File: src/rtl/uart_tx_arbiter.sv
// Round-robin arbiter sharing one UART transmitter between NUM_REQ byte sources.
// Optional macro UART_ARB_PRIORITY_EN makes requester 0 high priority.
module uart_tx_arbiter #(
   parameter int NUM_REQ       = 4,
   parameter int ID_W          = 2,
   parameter int START_TIMEOUT = 4096,
   parameter int GAP_CYCLES    = 16
) (
   input  logic                   clk,
   input  logic                   reset,
   input  logic [NUM_REQ-1:0]     req_valid,
   input  logic [NUM_REQ*8-1:0]   req_data,
   output logic [NUM_REQ-1:0]     req_ready,
   input  logic                   tx_busy,
   output logic [7:0]             tx_data,
   output logic                   tx_start,
   output logic [ID_W-1:0]        grant_id,
   output logic                   arb_busy,
   output logic                   timeout_err
);

   localparam int LW = (START_TIMEOUT > 1) ? $clog2(START_TIMEOUT) : 1;
   localparam int GW = (GAP_CYCLES > 1) ? $clog2(GAP_CYCLES) : 1;

   typedef enum logic [1:0] {IDLE, LAUNCH, DRAIN, GAP} state_t;

   state_t            state;
   logic [ID_W-1:0]   ptr;
   logic [LW-1:0]     launch_cnt;
   logic [GW-1:0]     gap_cnt;
   logic [ID_W-1:0]   winner;
   logic [ID_W-1:0]   idx;
   logic [NUM_REQ-1:0] scan_mask;
   logic              found;
   logic              grant;
   logic [7:0]        sel_data;

`ifdef UART_ARB_PRIORITY_EN
   logic              prev_zero;
`endif

   // Scan from the requester after the last winner, wrapping, so the last winner is served last.
   always_comb begin
      winner    = '0;
      idx       = '0;
      found     = 1'b0;
      scan_mask = req_valid;
`ifdef UART_ARB_PRIORITY_EN
      // Requester 0 yields one turn after winning so the others are not starved.
      if (req_valid[0] && (!prev_zero || req_valid[NUM_REQ-1:1] == '0)) begin
         winner = '0;
         found  = 1'b1;
      end else begin
         scan_mask[0] = 1'b0;
      end
`endif
      for (int k = 1; k <= NUM_REQ; k++) begin
         idx = ID_W'((int'(ptr) + k) % NUM_REQ);
         if (!found && scan_mask[idx]) begin
            winner = idx;
            found  = 1'b1;
         end
      end
   end

   always_comb begin
      sel_data = '0;
      for (int i = 0; i < NUM_REQ; i++) begin
         if (winner == ID_W'(i)) sel_data = req_data[i*8 +: 8];
      end
   end

   assign grant     = (state == IDLE) && !tx_busy && (|req_valid) && !reset;
   assign req_ready = grant ? (NUM_REQ'(1) << winner) : '0;

   always_ff @(posedge clk) begin
      if (reset) begin
         state       <= IDLE;
         ptr         <= ID_W'(NUM_REQ - 1);
         launch_cnt  <= '0;
         gap_cnt     <= '0;
         tx_data     <= '0;
         tx_start    <= 1'b0;
         grant_id    <= '0;
         arb_busy    <= 1'b0;
         timeout_err <= 1'b0;
`ifdef UART_ARB_PRIORITY_EN
         prev_zero   <= 1'b0;
`endif
      end else begin
         timeout_err <= 1'b0;
         case (state)
            IDLE: begin
               if (grant) begin
                  tx_data    <= sel_data;
                  grant_id   <= winner;
                  tx_start   <= 1'b1;
                  arb_busy   <= 1'b1;
                  launch_cnt <= '0;
                  state      <= LAUNCH;
`ifdef UART_ARB_PRIORITY_EN
                  if (winner == '0) begin
                     prev_zero <= 1'b1;
                  end else begin
                     ptr       <= winner;
                     prev_zero <= 1'b0;
                  end
`else
                  ptr        <= winner;
`endif
               end
            end
            LAUNCH: begin
               if (tx_busy) begin
                  tx_start <= 1'b0;
                  state    <= DRAIN;
               end else if (launch_cnt == LW'(START_TIMEOUT - 1)) begin
                  // Transmitter never answered: drop the byte and fall into the gap.
                  tx_start    <= 1'b0;
                  timeout_err <= 1'b1;
                  gap_cnt     <= '0;
                  state       <= GAP;
               end else begin
                  launch_cnt <= launch_cnt + 1'b1;
               end
            end
            DRAIN: begin
               if (!tx_busy) begin
                  gap_cnt <= '0;
                  state   <= GAP;
               end
            end
            GAP: begin
               if (GAP_CYCLES == 0 || gap_cnt == GW'(GAP_CYCLES - 1)) begin
                  arb_busy <= 1'b0;
                  state    <= IDLE;
               end else begin
                  gap_cnt <= gap_cnt + 1'b1;
               end
            end
            default: begin
               arb_busy <= 1'b0;
               tx_start <= 1'b0;
               state    <= IDLE;
            end
         endcase
      end
   end

endmodule
File: config.mk
export PLATFORM = sky130hd
export DESIGN_NAME = uart_tx_arbiter
export DESIGN_NICKNAME = d
export VERILOG_FILES = /design/src/rtl/uart_tx_arbiter.sv
export SDC_FILE = /design/constraint.sdc
export NUM_CORES = 1
export LEC_CHECK = 0
export ABC_AREA = 1
export CELL_PAD_IN_SITES_DETAIL_PLACEMENT = 1
export CELL_PAD_IN_SITES_GLOBAL_PLACEMENT = 1
export CORE_MARGIN = 2
export CORE_UTILIZATION = 37
export DETAILED_ROUTE_END_ITERATION = 12
export PLACE_DENSITY = 0.86
export SETUP_SLACK_MARGIN = 0.2
export SYNTH_ARGS = -nofsm -noshare
export SYNTH_HDL_FRONTEND = slang
export SYNTH_SLANG_ARGS = --single-unit
File: constraint.sdc
create_clock -name clk -period 5.1 [get_ports clk]
set_input_delay 0.51 -clock clk [delete_from_list [all_inputs] [get_ports clk]]
set_output_delay 0.51 -clock clk [all_outputs]
set_load 0.005 [all_outputs]
Word level (Yosys, flattened, before mapping) --
Cells that the tools add are included.
Storage, ports and cells: output and inout bits 17, register bits after elaboration 33
Cells by class: multiplexer cells 42, shift-type cells 1, add/sub/neg operators 6, $lt $le $gt $ge 4, bitwise operators 1, eq/ne operators 16, reductions and logical operators 24
Operators with widths (number):
- 2-to-1 mux 12 bit | 3
- 2-to-1 mux 8 bit | 4
- one-hot mux 12 bit (2 select lines) | 1
- 2-to-1 mux 4 bit | 5
- 2-to-1 mux 2 bit | 9
- != test 2 bit, second input constant | 7
- adder 12 x 1 -> 12 bit, second input constant | 1
- == test 12 bit, second input constant | 1
- < comparator 2 x 3 -> 1 bit, second input constant | 4
- 2-to-1 mux 1 bit | 12
- one-hot mux 4 bit (3 select lines) | 1
- binary-select mux 1 bit (select 2 bit) | 4
- == test 2 bit, second input constant | 4
- one-hot mux 2 bit (4 select lines) | 1
- AND reduction 4 bit | 2
- logical AND 1 bit | 6
- AND reduction 3 bit | 2
- zero test 1 bit | 5
- AND reduction 5 bit | 1
- adder 2 x 1 -> 2 bit, second input constant | 2
- adder 2 bit, second input constant | 2
- adder 4 x 1 -> 4 bit, second input constant | 1
- == test 2 x 1 -> 1 bit, second input constant | 2
- == test 4 bit, second input constant | 1
- other kinds (10) | 13

Depth between registers and ports, before layout --
Gate-level depths: netlist (run 1).
depth after elaboration 18, mapped depth 17

Least setup slack after synthesis (run 1) --
Ideal clock, no wire load.
path type input-to-output, start point input port req_valid[3], end point output port req_ready[2], setup slack 3.045 ns, arrival 1.545 ns, stages 10, data required time 4.590 ns, path buffers 1, cells stage by stage nand2_1 nand2_2 nand2_1 nand2_1 nor2_4 nand3b_1 nand2_2 buf_4 nand2_1 nor2_1
Between the ends: word-level cells in the longest chain between the ends 14, elaborated cells on any way between the ends 26, those cells by class shift (1); mux (16); reduce/logical (9)
Ends and longest elaborated chain:
- start, declared | line 11 | input logic [NUM_REQ-1:0] req_valid,
- binary-select mux 1 bit (select 2 bit) | line 59 | if (!found && scan_mask[idx]) begin
- 2-to-1 mux 1 bit (implied by the code) | line 59
- 2-to-1 mux 1 bit | line 59
- zero test 1 bit | line 59
- logical AND 1 bit | line 59
- 2-to-1 mux 1 bit | line 59
- zero test 1 bit | line 59
- logical AND 1 bit | line 59
- 2-to-1 mux 1 bit | line 59
- zero test 1 bit | line 59
- logical AND 1 bit | line 59
- 2-to-1 mux 2 bit | line 59
- left shift 1 x 2 -> 4 bit | line 74 | assign req_ready = grant ? (NUM_REQ'(1) << winner) : '0;
- 2-to-1 mux 4 bit (*) | line 74
- end, declared | line 13 | output logic [NUM_REQ-1:0] req_ready,
Mark *: on every way between the ends. The rest lies on a longest branch, timed or not. The select of a mux whose other input is x is not followed.

Worst setup path after layout (run 1) --
start point input port reset, end point output port req_ready[2]
Between the ends: word-level cells in the longest chain between the ends 3
Ends and longest elaborated chain:
- start, declared | line 10 | input logic reset,
- zero test 1 bit | line 73 | assign grant = (state == IDLE) && !tx_busy && (|req_valid) && !reset;
- logical AND 1 bit | line 73
- 2-to-1 mux 4 bit | line 74
No other way between the ends.

==> results_dict.tcl, run 1 <==
set metrics [dict create \
    clk_path_buf_depth 2 \
    grt_use_total_pct 21.9 \
    path_max_fanout 18 \
    syn_to_final_growth_pct 31.0 \
    drc_errors 0 \
    cts.sinks 33 \
    synth_edf_count 0 \
    worstSkewPairLatency_ps 290 \
    synth_commonest_cells "nand2_1, dfxtp_1, nor2_1, inv_1, nand3_1" \
    vias_per_cell 5.16 \
    final_area_um2 2900 \
    tightest_slew_ps 756 \
    yosys.area.top_type "dfxtp_1" \
    grt_pass1_wl_um 11200 \
    status "finished clean" \
    syn_area_um2 2210 \
    h-tree-depth 2 \
    hold_class "reg -> reg" \
    setup_tns_ps 0 \
    grt_max_degree 19 \
    synthCells 338 \
    initial_core_util_pct 37.8 \
    crit_path_max_incr_delay_ps 790 \
    crit_chain "clkdlybuf4s50_1 -> inv_1 -> nand2_1 -> inv_1 -> nand2_1 -> nor2_1 -> clkdlybuf4s50_1" \
    setup_slack_ps 1330 \
    post_cts_buffers 0 \
    finalNonFillerCells 466 \
    cp-start-kind "input pin" \
    clock_skew_ps 8.46 \
    dp.cells 458 \
    drtIter0Drc 114 \
    cts_hold_buf 0 \
    crit_type "in -> out" \
    fp.dieH_um 81.3 \
    firstDrtPassIters 4 \
    fin_nets 436 \
    wire_per_inst_um 14.2 \
    min_period_ps 3770 \
    row_count 28 \
    clk_pin_slew_worst_paths_ps 70 \
    power_density_nw_per_um2 424 \
    fmax_mhz 265 \
    drive_gt1_share_pct 10.5 \
    crit_path_end_kind "output pin" \
    slowest_stage "clkdlybuf4s50_1" \
    ir_drop_mv 0.272 \
    synth-main-ff-cell "dfxtp_1" \
    antenna_found_initial 0 \
    synthesis.nets 384 \
    yosysTopAreaCellShare_pct 29.9 \
    syn_area_per_cell_um2 6.54 \
    finalSetupViolCount 0 \
    gr-total-overflow 0 \
    gp_congestion 0.758 \
    drv_slew 0 \
    cts_made_buffers 5 \
    yosysMostFrequentCell "nand2_1" \
    die-area_um2 6610 \
    relSlewSlack_pct 49.5 \
    root_buffer "clkbuf_8" \
    cts_tree "done" \
    crit_required_ps 4590 \
    fillers 755 \
    place_area_um2 2790 \
    critical_path_arrival_ps 3260 \
    diodes 0 \
    place_hpwl_um 5210 \
    period_share_pct 73.9 \
    synth.ff_latch_count 33 \
    io_pins 56 \
    grt_pass1_vias 2442 \
    rrSetupSlack_ps 2240 \
    synth-seq-area-share_pct 29.9 \
    synth_area_leaders "dfxtp_1, nand2_1, nor2_1" \
    yosysUniqueCellTypes 35 \
    cap_violations 0 \
    postRouteWirelength_um 6620 \
    fp.dieW_um 81.3 \
    ys_async_sr_fraction_pct 0 \
    pre_cts_ws_ps 1320 \
    rsz0062_at_grt "false" \
    p_leak_nw 1.16 \
    ys_warn_count 0 \
    port_buffers 55 \
    vias 2404 \
    cts.repair.resized 0 \
    final-hold-violation-count 0 \
    coreArea_um2 5850 \
    ant_nets 0 \
]
-- critical path: cells and delay by family --
kind | cells | cell delay, ps
buf+inv | 4 | 2120
simple gates | 3 | 620
-- sequential cells by signal, indices dropped and copies added (netlist names) --
signal / count
ptr: 2
tx_start: 1
state: 2
tx_data: 8
gap_cnt: 4
arb_busy: 1
launch_cnt: 12
timeout_err: 1
grant_id: 2
-- power breakdown --
| group | switching, mW | leakage [nW] | internal (mW) |
|---|---|---|---|
| Sequential | 0.0399 | 0.269 | 0.301 |
| Clock | 0.0998 | 0.0542 | 0.122 |
| Combinational | 0.420 | 0.841 | 0.243 |
-- cell type report --
type | instances | area (µm²) | area share (%)
multi-input combinational | 260 | 1350 | 46.7
inverter | 35 | 136 | 4.71
sequential | 33 | 661 | 22.8
timing repair buffer | 55 | 551 | 19.0
tap | 75 | 93.8 | 3.24
clock buffer | 7 | 96.3 | 3.33
clock inverter | 1 | 5.00 | 0.173
-- metrics by stage --
| step | power, mW | util (%) | hold WS [ps] |
|---|---|---|---|
| global route | 1.33 | 49.5 | 498 |
| global placement | 0.984 | 47.8 | 464 |
| finish | 1.23 | 49.5 | 484 |
| CTS | 1.24 | 49.5 | 484 |
| detailed placement | 1.01 | 47.8 | 473 |
| floorplan | 0.825 | - | 460 |
-- layer usage --
metal,share of wire [%],track usage [%],up-vias
met5,0,0,-
met3,3.3,4.89,10
met2,49,37.9,51
met1,45,27.1,1132
li1,-,-,1211
met4,2.1,6.10,0
-- cells by family after synthesis --
group,synth area share [%]
compound gates,12.3
fa+ha+maj,3.96
xor+xnor,2.38
flops,29.9
buf+inv,8.89
simple gates,42.5
-- placed cells by master (no fill, tap or decap), types with 4 or more instances in the layout --
cell,instances
nand2_1,96
clkdlybuf4s50_1,55
nor2_1,33
dfxtp_1,33
inv_1,30
nand3_1,18
a21oi_1,17
nand4_1,16
o21ai_0,15
nand2_2,11
nor3_1,9
ha_1,7
clkbuf_8,7
o21ai_1,6
a21oi_2,5
xor2_1,5
nor3_2,4
-- worst paths after layout --
check                                      to        from  cells past startpoint
worst max-delay path             req_ready[2]       reset                      7
worst min-delay path               tx_data[1]  tx_data[1]                      2
worst max register to register  launch_cnt[5]    state[1]                     10
worst min register to register     tx_data[1]  tx_data[1]                      2
No activity file was read; power rests on OpenSTA's default activity.
==> run 2, diff against run 1 <==
--- a/config.mk
+++ b/config.mk
@@ -9,9 +9,9 @@
 export CELL_PAD_IN_SITES_DETAIL_PLACEMENT = 1
 export CELL_PAD_IN_SITES_GLOBAL_PLACEMENT = 1
 export CORE_MARGIN = 2
-export CORE_UTILIZATION = 37
+export CORE_UTILIZATION = 31
 export DETAILED_ROUTE_END_ITERATION = 12
-export PLACE_DENSITY = 0.86
+export PLACE_DENSITY = 0.77
 export SETUP_SLACK_MARGIN = 0.2
 export SYNTH_ARGS = -nofsm -noshare
 export SYNTH_HDL_FRONTEND = slang
==> constraint.sdc (replaced) <==
create_clock -name clk -period 3 [get_ports clk]
set_input_delay 0.3 -clock clk [delete_from_list [all_inputs] [get_ports clk]]
set_output_delay 0.3 -clock clk [all_outputs]
set_load 0.005 [all_outputs]
==> run 2 against run 1 <==
Final area grew 3.8%. Final cell count grew 6.7%. Register-to-register slack lost 1500 ps. Utilization shrank 5.5 points. Critical path depth grew 4. Die area grew 18%. Count of clock-buffer cells in the layout grew 1. Total power grew 73%. Worst hold slack lost 3.0 ps. Highest routed layer unchanged.
==> results_dict.tcl, run 2 (synthesized netlist as in run 1, its figures left out) <==
set metrics [dict create \
    status "finished clean" \
    p_leak_nw 1.20 \
    clk_pin_slew_worst_paths_ps 60 \
    clock_skew_ps 7.48 \
    cap_violations 0 \
    vias 2407 \
    p_total_mw 2.13 \
    port_buffers 55 \
    holdPathEnd "tx_data[4]" \
    post_cts_buffers 0 \
    gr-total-overflow 0 \
    place_hpwl_um 5420 \
    tightest_slew_ps 448 \
    firstDrtPassIters 4 \
    period_share_pct 88.4 \
    setup_tns_ps 0 \
    worstSkewPairLatency_ps 290 \
    grt_pass1_wl_um 11400 \
    final_common_cell "nand2_1" \
    grt_max_degree 18 \
    postRouteWirelength_um 6770 \
    fp.dieH_um 88.4 \
    holdWs_ps 481 \
    final_cell_mix "nand2_1, clkdlybuf4s50_1, nor2_1, dfxtp_1, inv_1" \
    fmax_mhz 377 \
    path_max_fanout 10 \
    die-area_um2 7820 \
    reg.largest.list "launch_cnt x12, tx_data x8, gap_cnt x4" \
    cts.sinks 33 \
    io_pins 56 \
    grt_pass1_vias 2393 \
    finalSetupViolCount 0 \
    syn_to_final_growth_pct 36.0 \
    regMostFlops "launch_cnt" \
    antenna_found_initial 0 \
    rr_startpoint "launch_cnt[0]" \
    dp.cells 489 \
    finalNonFillerCells 497 \
    cts_made_buffers 5 \
    row_count 30 \
    cp-start-kind "input pin" \
    largest_reg_flops 12 \
    fp.dieW_um 88.4 \
    worstHoldStart "tx_data[4]" \
    cts_tree "done" \
    rr_worst_depth 8 \
    wire_per_inst_um 13.6 \
    h-tree-depth 2 \
    fillers 898 \
    diodes 0 \
    power_density_nw_per_um2 707 \
    crit_path_end_kind "output pin" \
    coreArea_um2 6830 \
    ant_nets 0 \
    grt_use_total_pct 18.6 \
    cts_hold_buf 0 \
    final-hold-violation-count 0 \
    drv_slew 0 \
    drive_gt1_share_pct 12.7 \
    drc_errors 0 \
    relSlewSlack_pct 69.8 \
    drtIter0Drc 72 \
    ir_drop_mv 0.280 \
    min_period_ps 2650 \
    hold-path-cell-count 2 \
    vias_per_cell 4.84 \
    reg2reg_to "gap_cnt[3]" \
    utilization_pct 44.0 \
    crit_required_ps 2700 \
    crit_type "in -> out" \
    critical_path_arrival_ps 2350 \
    rsz0062_at_grt "false" \
    initial_core_util_pct 32.3 \
    clk_path_buf_depth 2 \
    fin_nets 446 \
    gp_congestion 0.823 \
    rrSetupSlack_ps 790 \
    hold_class "reg -> reg" \
    root_buffer "clkbuf_8" \
]
run 2: changes by cell type in the layout (fill, tap and decap cells not counted), sizes merged:
cell	before	now
buf	0	10
clkbuf	7	8
clkinv	3	2
run 2: metrics by stage:
stage | setup slack [ps] | area (µm²)
3_5_place_dp | 307 | 2900
5_1_grt | 206 | 3010
3_3_place_gp | 393 | 2900
4_1_cts | 245 | 2980
2_1_floorplan | 1170 | 2210
6_report | 349 | 3010
run 2: routing by layer:
| metal | wire [µm] | share of wire [%] | vias to the layer above | global-route usage [%] |
|---|---|---|---|---|
| met2 | 3380 | 50 | 44 | 32.5 |
| li1 | - | - | 1229 | - |
| met5 | 0 | 0 | - | 0 |
| met3 | 263 | 3.9 | 11 | 4.57 |
| met4 | 90 | 1.3 | 0 | 3.86 |
| met1 | 3040 | 45 | 1123 | 23.3 |
run 2: final cells by class:
class / instances / area [µm²] / area share, %
Multi-Input combinational cell: 260 / 1380 / 45.8
Sequential cell: 33 / 666 / 22.1
Timing Repair Buffer: 65 / 626 / 20.8
Inverter: 35 / 136 / 4.54
Tap cell: 96 / 120 / 4.00
Clock buffer: 8 / 80.1 / 2.66
run 2: how the worst max path moves through the flow:
stage,slack (ps),endpoint,startpoint
global route,210,req_ready[3],req_valid[3]
CTS,240,req_ready[3],ptr[1]
global placement,390,req_ready[3],req_valid[3]
floorplan,1170,launch_cnt[4],state[0]
finish,350,req_ready[2],req_valid[3]
detailed placement,310,req_ready[3],req_valid[3]
run 2: repair_timing:
action | in CTS | in global routing
pin swaps | 0 | 1
endpoints found under the setup margin | 4 | 4
resized for setup | 1 | 6
run 2: where the power goes:
part | switching [mW] | internal (mW) | total, mW
registers | 0.0684 | 0.515 | 0.583
clock network | 0.156 | 0.165 | 0.321
logic | 0.741 | 0.481 | 1.22
run 2: worst max-delay path, stage by stage:
cell and delay [ps]:
clkdlybuf4s50_1 440, nand2_1 120, nand2_2 70, nand2_1 70
nand2_1 100, nor2_4 170, nand3b_1 110, nand2_2 180
nand2_1 120, nor2_1 140, clkdlybuf4s50_1 520
